==> config.mk <==
export PLATFORM = sky130hd
export DESIGN_NAME = rf_wb_arbiter
export DESIGN_NICKNAME = d
export VERILOG_FILES = /design/src/rtl/cpu_pkg.sv /design/src/rtl/rr_arb2.sv /design/src/rtl/rf_wb_arbiter.sv
export SDC_FILE = /design/constraint.sdc
export NUM_CORES = 1
export LEC_CHECK = 0
export ABC_AREA = 1
export BUFFER_PORTS_ARGS = -buffer_cell sky130_fd_sc_hd__clkbuf_2
export CAP_MARGIN = 20
export CORE_MARGIN = 5
export CORE_UTILIZATION = 46
export DETAILED_ROUTE_END_ITERATION = 12
export PLACE_DENSITY = 0.8
export SKIP_LAST_GASP = 1
export SLEW_MARGIN = 20
export SYNTH_ARGS = -nofsm -noshare
export SYNTH_HDL_FRONTEND = slang
export SYNTH_SLANG_ARGS = --single-unit
==> constraint.sdc <==
create_clock -name clk -period 1.2 [get_ports clk]
set_input_delay 0.06 -clock clk [delete_from_list [all_inputs] [get_ports clk]]
set_output_delay 0.06 -clock clk [all_outputs]
set_load 0.02 [all_outputs]
==> src/rtl/cpu_pkg.sv <==
// Shared CPU constants and the writeback grant encoding.
package cpu_pkg;
  localparam int NREGS = 8;
  localparam int AW    = 3;
  localparam int DW    = 8;

  typedef enum logic {GNT_ALU = 1'b0, GNT_MEM = 1'b1} grant_t;
endpackage

==> src/rtl/rr_arb2.sv <==
// Two-way round-robin arbiter; req[0]/gnt[0] is the ALU side, req[1]/gnt[1] the memory side.
module rr_arb2
  import cpu_pkg::*;
(
  input  logic       clk,
  input  logic       areset_n,
  input  logic [1:0] req,
  input  logic       advance,
  output logic [1:0] gnt
);

  grant_t last_grant;

  // On contention the requester that did not win last time goes first.
  always_comb begin
    gnt = 2'b00;
    case (req)
      2'b01:   gnt = 2'b01;
      2'b10:   gnt = 2'b10;
      2'b11:   gnt = (last_grant == GNT_ALU) ? 2'b10 : 2'b01;
      default: gnt = 2'b00;
    endcase
  end

  always_ff @(posedge clk or negedge areset_n) begin
    if (!areset_n) begin
      last_grant <= GNT_ALU;
    end else if (advance && (gnt != 2'b00)) begin
      last_grant <= gnt[1] ? GNT_MEM : GNT_ALU;
    end
  end

endmodule

==> src/rtl/rf_wb_arbiter.sv <==
// Register-file write port arbiter between ALU and load writebacks, plus the
// per-register busy scoreboard that decode uses for RAW/WAW stalls.
module rf_wb_arbiter
  import cpu_pkg::*;
#(
  parameter int NREGS = cpu_pkg::NREGS,
  parameter int AW    = cpu_pkg::AW,
  parameter int DW    = cpu_pkg::DW
) (
  input  logic             clk,
  input  logic             areset_n,
  input  logic             alu_valid,
  input  logic [AW-1:0]    alu_waddr,
  input  logic [DW-1:0]    alu_wdata,
  output logic             alu_ready,
  input  logic             mem_valid,
  input  logic [AW-1:0]    mem_waddr,
  input  logic [DW-1:0]    mem_wdata,
  output logic             mem_ready,
  input  logic             iss_valid,
  input  logic [AW-1:0]    iss_rd,
  output logic             iss_ready,
  input  logic [AW-1:0]    rs1,
  input  logic [AW-1:0]    rs2,
  output logic             rs1_busy,
  output logic             rs2_busy,
  output logic             rf_we,
  output logic [AW-1:0]    rf_waddr,
  output logic [DW-1:0]    rf_wdata,
  output logic [NREGS-1:0] busy_vec
);

  logic [1:0]       gnt;
  logic             xfer;
  logic             vld_p1;
  logic [AW-1:0]    waddr_p1;
  logic [DW-1:0]    wdata_p1;
  logic [NREGS-1:0] busy_q;
  logic [NREGS-1:0] busy_nxt;

  rr_arb2 u_arb (
    .clk      (clk),
    .areset_n (areset_n),
    .req      ({mem_valid, alu_valid}),
    .advance  (xfer),
    .gnt      (gnt)
  );

  // Readies are held low for the whole reset window, not just until the next edge.
  assign alu_ready = gnt[0] & areset_n;
  assign mem_ready = gnt[1] & areset_n;
  assign xfer      = alu_ready | mem_ready;

  assign iss_ready = areset_n & ~busy_q[iss_rd];
  assign rs1_busy  = busy_q[rs1];
  assign rs2_busy  = busy_q[rs2];

  // Stage p1: granted write presented to the register file
  always_ff @(posedge clk or negedge areset_n) begin
    if (!areset_n) begin
      vld_p1   <= 1'b0;
      waddr_p1 <= '0;
      wdata_p1 <= '0;
    end else begin
      vld_p1 <= xfer;
      if (alu_ready) begin
        waddr_p1 <= alu_waddr;
        wdata_p1 <= alu_wdata;
      end else if (mem_ready) begin
        waddr_p1 <= mem_waddr;
        wdata_p1 <= mem_wdata;
      end
    end
  end

  assign rf_we    = vld_p1;
  assign rf_waddr = waddr_p1;
  assign rf_wdata = wdata_p1;

  // Clear on commit, then set on issue, so a new producer of the same register wins.
  always_comb begin
    busy_nxt = busy_q;
    if (vld_p1) busy_nxt[waddr_p1] = 1'b0;
    if (iss_valid && iss_ready) busy_nxt[iss_rd] = 1'b1;
  end

  always_ff @(posedge clk or negedge areset_n) begin
    if (!areset_n) busy_q <= '0;
    else           busy_q <= busy_nxt;
  end

  assign busy_vec = busy_q;

endmodule

==> results of run 1 <==
[repair_timing]
action                     CTS  global route
resized for setup           22             9
hold endpoints to repair    32             0
setup endpoints to repair    5            15
hold buffers                23             0
pin swaps                    6             3
buffers inserted             8             2
[layer usage]
metal	vias to the layer above	wire, um	GRT usage (%)
met5	-	0	0
met4	0	308	14.85
met1	765	1706	27.42
li1	775	-	-
met3	37	468	4.618
met2	136	2358	42.44
[registers in the layout, indices dropped and copies added, names as in the netlist]
name	flops
u_arb.last_grant	1
rf_waddr	3
rf_we	1
busy_vec	8
rf_wdata	8
[kinds of logic (layout without fill, tap and decap cells)]
logic type / Yosys count / in the layout / synth area share (%)
flops: 21 / 21 / 40.50
compound gates: 31 / 31 / 14.18
simple gates: 98 / 98 / 36.64
buf+inv: 20 / 117 / 8.678
[area by class of cell]
cell class	instances	area share [%]
clock buffer	3	1.104
clock inverter	1	0.2452
inverter	14	2.820
multi-input combinational	129	33.78
sequential	21	25.87
tap	31	1.901
timing repair buffer	99	34.27
[through the flow]
stage / util (%) / setup TNS [ns]
global route: 74.65 / -1.618
CTS: 73.64 / -0.7100
global placement: 60.09 / 0
floorplan: - / 0
detailed placement: 60.09 / -0.01676
finish: 74.65 / -1.052
[power by group]
group / total, mW / internal [mW] / switching [mW]
logic: 1.54 / 0.682 / 0.860
registers: 1.10 / 0.893 / 0.204
clock network: 0.373 / 0.125 / 0.248
total: 3.01 / 1.70 / 1.31
[how the worst max path moves through the flow]
stage,to,startpoint
2_1_floorplan,iss_ready,busy_vec[5]$_DFF_PN0_
3_3_place_gp,iss_ready,busy_vec[5]$_DFF_PN0_
3_5_place_dp,iss_ready,busy_vec[5]$_DFF_PN0_
4_1_cts,iss_ready,busy_vec[2]$_DFF_PN0_
5_1_grt,rs2_busy,busy_vec[1]$_DFF_PN0_
6_report,iss_ready,busy_vec[7]$_DFF_PN0_
[worst register-to-register path: cells and delay by family, from the launching register on]
kind                   cells  cell delay (ns)
AND/OR/NAND/NOR            5             0.57
buffers and inverters      1             0.16
flip-flops                 1             0.46
[cell usage in the layout (no fill, tap or decap), types with 3 or more instances in the layout]
cell type      Yosys  final
a21oi_2            0      4
buf_4              0     16
clkbuf_2           0     54
clkbuf_4           0      3
clkbuf_8           0      3
dfrtp_1           21     19
dlygate4sd3_1      0     23
inv_1             12     10
inv_2              1      3
nand2_1           43     42
nand2_2            3      4
nand3_1           19     17
nand3_2            1      3
nand4_1           11     11
nor2_1            10     10
nor3_1             4      4
o21ai_0           19     13
o21ai_1            0      6
==> flow_summary_export.csv, run 1 <==
group,metric,value,unit
sta,finalHoldViolations,0,
yosys,ys_seq_elements,21,
layout,final_cell_area,2041,sq um
pwr,power_leakage,1.050,nW
floorplanning,die_h,63.11,um
global_route,grt_usage,24.50,%
sta,clock.fmax,666.5,MHz
hold_path,hold_class,"in -> reg",
yosys,synth_most_common_cell,"nand2_1",
floorplanning,ioPinCount,61,
critical_path,crit_path_top_delay_cell,"dfrtp_1",
yosys,synth_cell_types,23,
yosys,synth_edf_count,0,
placement,dp_slack,-0.01676,ns
drt,drtAntennaViolNets,0,
outcome,failed_checks,"setup timing",
pwr,p_per_area,1476,nW/um^2
layout,drive_gt1_share,39.70,%
critical_path,crit_required,1.14,ns
sta,tightest_slew,0.2696,ns
layout,multiInputGateArea,689.4,sq um
critical_path,cpLargestDelayFamily,"simple AND/OR/NAND/NOR gates",
placement,gp_congestion,0.9624,
yosys,synth_top_area_share,40.50,%
layout,regArea,528.0,sq um
drt,drt_iter0_markers,106,
clock_network,clock_latency,0.32,ns
floorplanning,rows,19,
placement,hpwlAfterDp,2.957,mm
global_route,antenna_found_initial,0,
layout,fillCellCount,191,
clock_network,cts_tree,"yes",
critical_path,startpoint_type,"flip-flop",
yosys,yosys_warnings,0,
critical_path,arrival,1.44,ns
critical_path,max_stage_delay,0.46,ns
clock_network,cts-root-buf,"clkbuf_4",
drt,wirelength,4.842,mm
sta,period_minus_slack,1.500,ns
yosys,synth_top_cell_by_area,"dfrtp_1",
hold_path,hold_depth,3,
critical_path,worst_setup_path_end_kind,"primary output",
sta,maxSlewHeadroom,81.89,%
layout,fin_cells,298,
pwr,irDropWorstVdd,1139,uV
sta,whs,0.08382,ns
yosys,synth-main-ff-cell,"dfrtp_1",
critical_path,critPathMaxFanout,5,
drt,drt-wirelength-per-cell,16.25,um
clock_network,cts_buffers,3,
layout,antenna_cells,0,
clock_network,cts.sinks,21,
sta,setup_slack,-0.3004,ns
floorplanning,core-area,2734,sq um
clock_network,cts_buffer_depth,2,
global_route,overflow,0,
sta,layout_worst_path_cycle_share,125.0,%
critical_path,criticalPathCategory,"reg -> out",
placement,io_buffers,60,
critical_path,regToRegSetupSlack,-0.04,ns
floorplanning,die_x,63.11,um
sta,maxSlewViolCount,0,
layout,area_delta_synth_final,57.28,%
global_route,grt_pass1_vias,1725,
hold_path,whs_endpoint,"busy_vec[4]$_DFF_PN0_",
placement,placed_area,1643,sq um
global_route,grt_pass1_wl,7.852,mm
clock_network,cts_max_level,1,
sta,setup_viol,9,
critical_path,crit-reg2reg-capture,"busy_vec[5]$_DFF_PN0_",
critical_path,crit_buf_inv,1,
placement,dp_cells,262,
floorplanning,initial_core_util,47.46,%
drt,vias,1713,
layout,fin_nets,304,
global_route,grt_max_degree,13,
yosys,synthesis.area,1297,sq um
yosys,synth_area_leaders,"dfrtp_1, nand2_1, nand3_1, o21ai_0, nand4_1",
yosys,async_flop_share,100.0,%
yosys,synth.cells.most_frequent,"nand2_1, dfrtp_1, nand3_1, o21ai_0, inv_1",
critical_path,r2r_start,"busy_vec[7]$_DFF_PN0_",
sta,rsz0062_at_grt,"yes",
hold_path,min_from,"iss_valid",
clock_network,path_clk_slew,0.12,ns
critical_path,crit_path_cell_trace,"nand4_1 -> nand2_2 -> nor2_4 -> and2_4 -> clkbuf_8",
yosys,syn_avg_cell_area,7.632,sq um
critical_path,path_depth,5,
outcome,status,"finished with violations",
floorplanning,dieArea,3983,sq um
yosys,yosysSeqAreaShare,40.50,%
critical_path,reg2regPathDepth,6,
yosys,synth_nets,206,
pwr,finalPower,3.012,mW
drt,drc,0,
run,max-cap-violations,0,
sta,skew,0.01014,ns
drt,via_per_inst,5.748,
drt,first_pass_iters,6,
yosys,netlist_instances,170,
Note: power is estimated with default switching activity, not from simulation.
==> inputs of run 2 (changes only) <==
--- a/config.mk
+++ b/config.mk
@@ -6,7 +6,7 @@
 export NUM_CORES = 1
 export LEC_CHECK = 0
 export ABC_AREA = 1
-export BUFFER_PORTS_ARGS = -buffer_cell sky130_fd_sc_hd__clkbuf_2
+export BUFFER_PORTS_ARGS = -buffer_cell sky130_fd_sc_hd__buf_2
 export CAP_MARGIN = 20
 export CORE_MARGIN = 5
 export CORE_UTILIZATION = 46
==> flow_summary_export.csv, run 2 (synthesis gave the netlist of run 1 again) <==
group,metric,value,unit
drt,drtAntennaViolNets,0,
outcome,status,"finished with violations",
floorplanning,dieArea,3983,sq um
sta,skew,0.01208,ns
pwr,p_per_area,1421,nW/um^2
placement,hpwlAfterDp,2.872,mm
floorplanning,core-area,2734,sq um
clock_network,cts-root-buf,"clkbuf_4",
pwr,irDropWorstVdd,1236,uV
critical_path,arrival,1.37,ns
global_route,grt_pass1_wl,7.741,mm
floorplanning,rows,19,
critical_path,criticalPathCategory,"reg -> out",
drt,vias,1683,
sta,setup_viol,4,
sta,maxSlewViolCount,0,
sta,rsz0062_at_grt,"yes",
pwr,power_leakage,1.031,nW
pwr,p_seq_share,36.5,%
layout,layout_commonest_cell,"buf_2",
clock_network,cts_buffer_depth,2,
placement,dp_slack,-0.006748,ns
pwr,sw_frac_of_total,43.69,%
hold_path,hold_depth,3,
critical_path,crit_required,1.14,ns
drt,wirelength,4.760,mm
run,max-cap-violations,0,
critical_path,reg2regPathDepth,8,
floorplanning,initial_core_util,47.46,%
layout,drive_gt1_share,39.62,%
drt,drt-wirelength-per-cell,16.08,um
clock_network,cts_buffers,3,
pwr,combPwrFrac,51.1,%
placement,placed_area,1658,sq um
sta,tightest_slew,0.2300,ns
critical_path,worst_setup_path_end_kind,"primary output",
clock_network,cts_max_level,1,
global_route,overflow,0,
clock_network,cts_tree,"yes",
layout,antenna_cells,0,
outcome,failed_checks,"setup timing",
global_route,grt_usage,24.06,%
pwr,pwr-share-clk,12.4,%
layout,area_delta_synth_final,55.16,%
global_route,grt_max_degree,14,
layout,final_cell_area,2013,sq um
clock_network,cts.sinks,21,
sta,layout_worst_path_cycle_share,119.0,%
layout,fin_nets,302,
floorplanning,ioPinCount,61,
global_route,antenna_found_initial,0,
sta,maxSlewHeadroom,84.67,%
drt,via_per_inst,5.686,
pwr,p_switching,1.250,mW
floorplanning,die_h,63.11,um
sta,fin_tns_setup,-0.6777,ns
placement,io_buffers,60,
drt,drt_iter0_markers,73,
hold_path,hold_class,"in -> reg",
floorplanning,die_x,63.11,um
critical_path,critPathMaxFanout,2,
drt,first_pass_iters,8,
placement,gp_congestion,0.8825,
global_route,grt_pass1_vias,1697,
clock_network,clock_latency,0.31,ns
critical_path,startpoint_type,"flip-flop",
sta,finalHoldViolations,0,
clock_network,path_clk_slew,0.12,ns
sta,clock.fmax,700.3,MHz
drt,drc,0,
layout,mostFrequentLayoutCells,"buf_2, nand2_1, dlygate4sd3_1",
sta,setup_slack,-0.2280,ns
sta,period_minus_slack,1.428,ns
pwr,p_int,1.611,mW
[run 2: repair_timing]
item / in CTS / in global routing
resized for setup: 11 / 15
pin swaps: 3 / 9
hold buffers: 23 / 0
hold endpoints to repair: 32 / 0
setup endpoints to repair: 5 / 22
buffers inserted: 4 / 2
[run 2: path summary, 6_finish.rpt]
kind	start	slack, ns	end
max in group asynchronous	areset_n	0.62	busy_vec[2]$_DFF_PN0_
max	busy_vec[5]$_DFF_PN0_	-0.23	iss_ready
max reg2reg	busy_vec[5]$_DFF_PN0_	-0.01	busy_vec[5]$_DFF_PN0_
min in group asynchronous	areset_n	0.37	rf_waddr[1]$_DFFE_PN0P_
min reg2reg	rf_wdata[3]$_DFFE_PN0P_	0.55	rf_wdata[3]$_DFFE_PN0P_
min	iss_valid	0.07	busy_vec[2]$_DFF_PN0_
[run 2: power groups by stage]
stage | clock network, mW | logic, mW | registers [mW]
floorplan | 0 | 0.480 | 1.27
global placement | 0 | 1.26 | 1.02
detailed placement | 0 | 1.27 | 1.04
CTS | 0.348 | 1.38 | 1.03
global route | 0.389 | 1.57 | 1.07
finish | 0.355 | 1.46 | 1.04
[run 2: per-layer routing]
layer	global-route usage (%)	wire length, um	share of wire [%]
met1	27.23	1692	36
met2	40.64	2249	47
met3	5.151	482	10
met4	15.12	336	7.1
met5	0	0	0
[run 2: worst max-delay path, stage by stage (launching register included)]
cell and delay, ns:
dfrtp_1 0.40, inv_1 0.07, nand2_1 0.06, nand3_2 0.09, nand2_2 0.06, nor2_4 0.11, and2_4 0.16, buf_6 0.11
[run 2: final cells by class]
cell class / instances / area (sq um)
clock buffer: 3 / 22.52
clock inverter: 1 / 5.005
fill: 178 / 720.7
inverter: 14 / 57.56
multi-input combinational: 129 / 689.4
sequential: 21 / 525.5
tap: 31 / 38.79
timing repair buffer: 97 / 674.4
[run 2: stage by stage]
stage	std cells	hold slack (ns)	util, %	power, mW
2_1_floorplan	170	-0.2356	-	1.748
3_3_place_gp	264	0.1064	60.64	2.281
3_5_place_dp	264	0.1049	60.64	2.310
4_1_cts	295	0.06119	71.76	2.758
5_1_grt	296	0.07045	73.64	3.023
6_report	296	0.07282	73.64	2.862
